===== src/rtl/sound_player.sv =====
// rtl/sound_player.sv - multi-clip sample ROM player feeding the audio controller
module sound_player #(
  parameter int ADDR_W      = 18,
  parameter int SAMPLE_W    = 6,
  parameter int OUT_W       = 32,
  parameter int NUM_CLIPS   = 4,
  parameter logic [NUM_CLIPS*ADDR_W-1:0] CLIP_START =
    {18'd83255, 18'd66983, 18'd16396, 18'd0},
  parameter logic [NUM_CLIPS*ADDR_W-1:0] CLIP_END =
    {18'd137138, 18'd83254, 18'd66982, 18'd16395},
  parameter int DIV         = 1200,
  parameter int ROM_LATENCY = 1,
  parameter int STEREO      = 0
) (
  input  logic                CLOCK_50,
  input  logic                reset,
  input  logic                play,
  input  logic [((NUM_CLIPS > 1) ? $clog2(NUM_CLIPS) : 1)-1:0] clip_sel,
  input  logic                loop,
  input  logic                stop,
  output logic [ADDR_W-1:0]   rom_addr,
  input  logic [SAMPLE_W-1:0] rom_q,
  input  logic                audio_out_allowed,
  output logic                write_audio_out,
  output logic [OUT_W-1:0]    left_channel_audio_out,
  output logic [OUT_W-1:0]    right_channel_audio_out,
  output logic                busy,
  output logic                done
);

  localparam int CNT_W = (DIV > 1) ? $clog2(DIV) : 1;
  localparam int LAT_W = (ROM_LATENCY > 1) ? $clog2(ROM_LATENCY) : 1;
  localparam logic [CNT_W-1:0] DIV_MAX = CNT_W'(DIV - 1);
  localparam logic [LAT_W-1:0] LAT_MAX = LAT_W'(ROM_LATENCY - 1);

  typedef enum logic [1:0] {
    S_IDLE  = 2'd0,
    S_FETCH = 2'd1,
    S_WRITE = 2'd2,
    S_WAIT  = 2'd3
  } state_t;

  state_t              state_q, state_d;
  logic [ADDR_W-1:0]   cur_addr_q, cur_addr_d;
  logic [ADDR_W-1:0]   start_addr_q, start_addr_d;
  logic [ADDR_W-1:0]   end_addr_q, end_addr_d;
  logic                loop_q, loop_d;
  logic [SAMPLE_W-1:0] sample_q, sample_d;
  logic [CNT_W-1:0]    div_cnt_q, div_cnt_d;
  logic [LAT_W-1:0]    lat_cnt_q, lat_cnt_d;
  logic                done_q, done_d;

  logic [ADDR_W-1:0]   sel_start;
  logic [ADDR_W-1:0]   sel_end;
  logic                sel_ok;
  logic                restart;

  // Look up the requested clip's range; out-of-range selects are flagged invalid
  always_comb begin
    sel_start = '0;
    sel_end   = '0;
    sel_ok    = 1'b0;
    for (int i = 0; i < NUM_CLIPS; i++) begin
      if (32'(clip_sel) == i) begin
        sel_start = CLIP_START[i*ADDR_W +: ADDR_W];
        sel_end   = CLIP_END[i*ADDR_W +: ADDR_W];
        sel_ok    = 1'b1;
      end
    end
  end

  assign restart = play && sel_ok;

  // Next-state and datapath: stop beats play, a valid play beats everything else
  always_comb begin
    state_d         = state_q;
    cur_addr_d      = cur_addr_q;
    start_addr_d    = start_addr_q;
    end_addr_d      = end_addr_q;
    loop_d          = loop_q;
    sample_d        = sample_q;
    div_cnt_d       = (div_cnt_q == DIV_MAX) ? div_cnt_q : div_cnt_q + CNT_W'(1);
    lat_cnt_d       = lat_cnt_q;
    done_d          = 1'b0;
    write_audio_out = 1'b0;

    if (stop) begin
      state_d = S_IDLE;
    end else if (restart) begin
      cur_addr_d   = sel_start;
      start_addr_d = sel_start;
      end_addr_d   = sel_end;
      loop_d       = loop;
      div_cnt_d    = '0;
      lat_cnt_d    = '0;
      state_d      = S_FETCH;
    end else begin
      case (state_q)
        S_FETCH: begin
          if (lat_cnt_q == LAT_MAX) begin
            sample_d = rom_q;
            state_d  = S_WRITE;
          end else begin
            lat_cnt_d = lat_cnt_q + LAT_W'(1);
          end
        end
        S_WRITE: begin
          if (audio_out_allowed) begin
            write_audio_out = 1'b1;
            state_d         = S_WAIT;
          end
        end
        S_WAIT: begin
          if (div_cnt_q == DIV_MAX) begin
            if (cur_addr_q != end_addr_q) begin
              cur_addr_d = cur_addr_q + ADDR_W'(1);
              div_cnt_d  = '0;
              lat_cnt_d  = '0;
              state_d    = S_FETCH;
            end else if (loop_q) begin
              cur_addr_d = start_addr_q;
              div_cnt_d  = '0;
              lat_cnt_d  = '0;
              state_d    = S_FETCH;
            end else begin
              done_d  = 1'b1;
              state_d = S_IDLE;
            end
          end
        end
        default: begin
        end
      endcase
    end
  end

  // State and datapath registers
  always_ff @(posedge CLOCK_50 or posedge reset) begin
    if (reset) begin
      state_q      <= S_IDLE;
      cur_addr_q   <= '0;
      start_addr_q <= '0;
      end_addr_q   <= '0;
      loop_q       <= 1'b0;
      sample_q     <= '0;
      div_cnt_q    <= '0;
      lat_cnt_q    <= '0;
      done_q       <= 1'b0;
    end else begin
      state_q      <= state_d;
      cur_addr_q   <= cur_addr_d;
      start_addr_q <= start_addr_d;
      end_addr_q   <= end_addr_d;
      loop_q       <= loop_d;
      sample_q     <= sample_d;
      div_cnt_q    <= div_cnt_d;
      lat_cnt_q    <= lat_cnt_d;
      done_q       <= done_d;
    end
  end

  assign rom_addr                = cur_addr_q;
  assign busy                    = (state_q != S_IDLE);
  assign done                    = done_q;
  assign left_channel_audio_out  = {sample_q, {(OUT_W-SAMPLE_W){1'b0}}};
  assign right_channel_audio_out = (STEREO != 0) ? left_channel_audio_out : '0;

endmodule


===== config.mk =====
export PLATFORM = sky130hd
export DESIGN_NAME = sound_player
export DESIGN_NICKNAME = d
export VERILOG_FILES = /design/src/rtl/sound_player.sv
export SDC_FILE = /design/constraint.sdc
export NUM_CORES = 1
export LEC_CHECK = 0
export ABC_CLOCK_PERIOD_IN_PS = 6200
export CAP_MARGIN = 40
export CORE_MARGIN = 3
export CORE_UTILIZATION = 51
export DETAILED_ROUTE_END_ITERATION = 16
export PLACE_DENSITY_LB_ADDON = 0.1
export SETUP_SLACK_MARGIN = 0.05
export SYNTH_ARGS = -nofsm -noshare
export SYNTH_HDL_FRONTEND = slang
export SYNTH_SLANG_ARGS = --single-unit

===== constraint.sdc =====
create_clock -name CLOCK_50 -period 6.2 [get_ports CLOCK_50]
set_input_delay 0.93 -clock CLOCK_50 [delete_from_list [all_inputs] [get_ports CLOCK_50]]
set_output_delay 0.93 -clock CLOCK_50 [all_outputs]
set_load 0.02 [all_outputs]

# After elaboration in Yosys (flattened, before gate mapping)

Cells that the tools add are included.

Word-level logic and storage cells: 88
Register bits after elaboration: 76
Input port bits: 14

$add $sub $neg: 3
Bitwise logic cells: 3
Reductions and logical operators: 13
Eq/ne operators: 13
Mux-type cells: 47

Operators with widths:

| cell                  | count |
|---|---|
| $mux 18               | 10 |
| $mux 11               | 7 |
| $mux 15               | 2 |
| $mux 1                | 21 |
| $add 18x1->18 const B | 1 |
| $ne 18x18->1          | 1 |
| $ne 4x4->1 const B    | 4 |
| $reduce_and 4->1      | 4 |
| $add 11x1->11 const B | 1 |
| $eq 11x11->1 const B  | 1 |
| $mux 2                | 5 |
| $eq 2x2->1 const B    | 4 |
| $pmux 2 s3            | 1 |
| $reduce_bool 2->1     | 3 |
| $reduce_bool 3->1     | 2 |
| $reduce_bool 5->1     | 1 |
| $eq 2x1->1 const B    | 2 |
| $ne 3x3->1 const B    | 1 |
| $not 1->1             | 3 |
| $logic_not 2->1       | 1 |
| $pmux 1 s2            | 1 |
| $reduce_and 2->1      | 1 |
| $add 1x1->1 const B   | 1 |
| $logic_and 1x1->1     | 1 |

# Longest topological paths before layout

Word-level depth: 8
Mapped depth: 8
Gate-level depth less buffers: 7

# Worst setup path before layout

OpenSTA, ideal clock, no wires.

Path kind: input -> output
Start point: in play
End point: out write_audio_out
Data required time: 5.270 ns
Data arrival time: 1.673 ns
Stages: 4
Setup slack: 3.597 ns
Cells stage by stage: clkbuf_1 -> nor2_1 -> nand3_1 -> nor2_1

Cells in the longest elaborated chain, start to end: 3

RTL lines:

| what               | line | RTL |
|---|---|---|
| start: declaration | 17   | `input logic play,` |
| $logic_and 1x1->1  | 72   | `assign restart = play && sel_ok;` |
| $mux 1             | 89   | `end else if (restart) begin` |
| $mux 1             | 87   | `if (stop) begin` |
| end: declaration   | 24   | `output logic write_audio_out,` |

No other way between the ends.

# Worst setup path in the final report

Same ends and word-level chain as after synthesis.

==> impl_results.rst <==
.. list-table::
   :header-rows: 1

   * - Metric
     - Value
   * - Via count
     - 2480
   * - Setup Skew
     - around 0.009 ns
   * - Cell area after synthesis
     - roughly 0.0032 mm2
   * - Kind of start point of the critical path
     - primary input
   * - All-Layer GR Usage
     - a little under a fifth
   * - Series of cell instances along the critical path
     - clkdlybuf4s50_1, nor2_1, nand3_1, nor2_1, clkdlybuf4s50_1
   * - Ys flop type
     - dfrtp_1
   * - Fmax
     - ~280 MHz
   * - Leakage
     - around 0.0016 uW
   * - Root buffer cell
     - clkbuf_8
   * - Sequential share of the synthesized area
     - 38.5%
   * - Relative slew slack
     - ~43%
   * - Number of antenna violations at the first check in global routing
     - 0
   * - Chip height
     - roughly 85 um
   * - Min Clock Period, post-route
     - 3.62 ns
   * - Number of failing setup endpoints in the final timing report
     - 0
   * - Netlist cell types
     - 50
   * - Setup Buffers After CTS
     - 0
   * - Final hold slack
     - roughly 0.48 ns
   * - Average instance area after synthesis
     - about 9 um2
   * - Full die area
     - about 0.0072 mm2
   * - Final worst-path cycle share
     - between 50% and 60%
   * - Power Density
     - around 260 mW/mm2
   * - Placement Rows
     - 28
   * - Number of I/O port buffers
     - 40
   * - Number of hold buffers added after cts
     - 0
   * - DRC marker count from the first detailed-route iteration
     - about 120
   * - Number of remaining DRC errors
     - 0
   * - Cell at the slowest stage of the critical path
     - clkdlybuf4s50_1
   * - Status
     - finished, final reports clean
   * - Diodes inserted
     - 0
   * - Total of flip-flops plus latches after synthesis
     - between 40 and 50
   * - Biggest cell delay along the critical path
     - ~0.67 ns
   * - Worst IR drop on VDD
     - between 0.15 and 0.2 mV
   * - Max-slew violation count
     - 0
   * - # H-tree levels
     - 2
   * - Largest net degree at the start of global routing
     - 39
   * - Number of synthesized flops with an enable pin
     - 0
   * - Post-synthesis instance total
     - around 350
   * - Total negative slack
     - 0 ns
   * - Via count normalized by instance count
     - about 5.3
   * - TritonCTS clock tree
     - yes
   * - Area of the multi-input gates
     - about 0.0016 mm2
   * - Transition time of the tightest slew-check pin
     - approximately 0.86 ns
   * - Kind of path behind the tightest hold check
     - reg -> reg
   * - Antenna violation net count after detailed routing
     - 0
   * - TritonCTS Buffers
     - 5
   * - Number of nets in the final layout
     - 410
   * - Count of yosys warnings during synthesis
     - 0
   * - CP max FO
     - 14
   * - Maximum root-to-sink buffer count
     - 2
   * - Via count of the first global-routing pass
     - roughly 2.3k
   * - Clock input transition at the sequential cells of the worst setup and hold paths
     - approximately 0.080 ns
   * - Ratio of cells with drive above 1 in the final layout
     - 6.43%
   * - RSZ-0062 raised after global routing
     - no
   * - Routability Congestion
     - 0.873
   * - Commonest cells after routing, fill and taps aside
     - conb_1 (58), dfrtp_1 (49), clkdlybuf4s50_1 (40)
   * - Number of maximum-capacitance constraint violations
     - 0
   * - Area growth syn-to-layout
     - 11.0%
   * - CTS sink cnt
     - 49
   * - Classification of the worst setup path
     - in -> out
   * - GRT overflow
     - 0
   * - CP Data Arrival Time
     - 2.69 ns
   * - Fillers
     - 538
   * - Total length of routed wires
     - around 6600 um
   * - Final-report hold violation count
     - 0
   * - Required time of the critical path
     - approximately 5.3 ns
   * - Share of synthesized flip-flops with an asynchronous set or reset
     - 100%
   * - 1st-pass router iterations
     - 4
   * - Die X-Extent
     - 85.1 um
   * - Kind of capture point of the worst setup path
     - output port
   * - First-pass GRT wire length
     - 11000 um
   * - Starting utilization of the core area
     - a little over half
   * - Quantity of gates resized following cts
     - 0
   * - Number of top-level pins
     - 99
   * - Area of the core region
     - about 0.006 mm2
   * - Most common cell after layout, fill and taps aside
     - conb_1
   * - Sequential cell area
     - between 0.001 and 0.0015 mm2
   * - Routed len/inst
     - between 10 and 15 um
   * - Insertion delay to the later sink of the worst-skew pair
     - 0.30 ns
   * - HPWL after detailed placement
     - approximately 5000 um
==> layer usage <==
metal	vias up	track usage [%]	share of wire, %
met5	-	0	0
met4	0	6.33	1.6
met3	12	3.40	7.2
met2	108	30.4	48
met1	1180	24.9	43
li1	1180	-	-
==> stage by stage <==
stage	utilization (%)	total power [uW]	cells	area, um2	setup WS (ns)
3_5_place_dp	57.1	677	456	3420	2.57
2_1_floorplan	-	611	410	3400	3.60
3_3_place_gp	56.8	668	455	3400	2.62
6_report	59.1	905	464	3540	2.58
4_1_cts	59.1	914	464	3540	2.57
5_1_grt	59.1	954	464	3540	2.46
==> critical path, delay by kind of cell <==
family	cells	cell delay, ns
simple gates	3	0.50
buf+inv	2	1.27
==> state kept, by name, indices dropped and copies added (netlist names) <==
register,flops
div_cnt_q,11
done,1
end_addr_q,4
loop_q,1
rom_addr,18
sample_q,6
start_addr_q,6
state_q,2
==> synthesized netlist by cell type (all sizes together), types with 5 or more instances <==
library cell	n	area share [%]
mux2	7	2.5
inv	8	0.94
nor4	6	1.8
ha	8	3.1
nand3	14	2.2
nand4	7	1.4
buf	65	15
a31oi	8	1.6
nor3	9	1.8
and3	7	1.4
xnor2	9	2.5
clkbuf	6	0.71
o31ai	5	1.2
o211ai	6	1.4
nor2	33	4.0
nand2	40	4.8
xor2	9	2.5
o21ai	18	2.8
dfrtp	49	38
==> path summary, 6_finish.rpt <==
| check | slack (ns) | start | depth (start not counted) | endpoint |
|---|---|---|---|---|
| setup reg to reg | 3.36 | div_cnt_q[0] | 8 | rom_addr[12] |
| setup / recovery | 2.58 | play | 5 | write_audio_out |
| max in group asynchronous | 4.84 | reset | 3 | rom_addr[4] |
| min in group asynchronous | 0.87 | reset | 2 | rom_addr[13] |
| hold reg to reg | 0.48 | loop_q | 1 | done |
| hold / removal | 0.48 | loop_q | 1 | done |
==> where the power goes <==
part	total, uW	leakage (uW)	switching (uW)	internal, uW
sequential	414	0.000625	53.2	361
clock	236	0.0000585	104	132
combinational	255	0.000876	148	107
total	905	0.00156	306	599
==> logic make-up (layout without fill, tap and decap cells) <==
kind of cell / after synthesis / after routing / synth area share (%)
and+or+nand+nor: 129 / 129 / 20.5
muxes: 10 / 10 / 3.41
AOI/OAI and AO/OA: 58 / 58 / 12.6
adders and majority gates: 8 / 8 / 3.14
other: 1 / 58 / 0.118
DFF: 49 / 49 / 38.5
xor gates and xnor gates: 18 / 18 / 4.95
buffers and inverters: 80 / 59 / 16.8
==> cell type report <==
type / instances / area share (%)
clock buffer: 7 / 2.44
tap: 75 / 2.65
clock inverter: 1 / 0.849
sequential: 49 / 34.7
multi-input combinational: 281 / 46.4
timing repair buffer: 42 / 12.1
inverter: 9 / 0.955
Note: power is estimated with default switching activity, not from simulation.
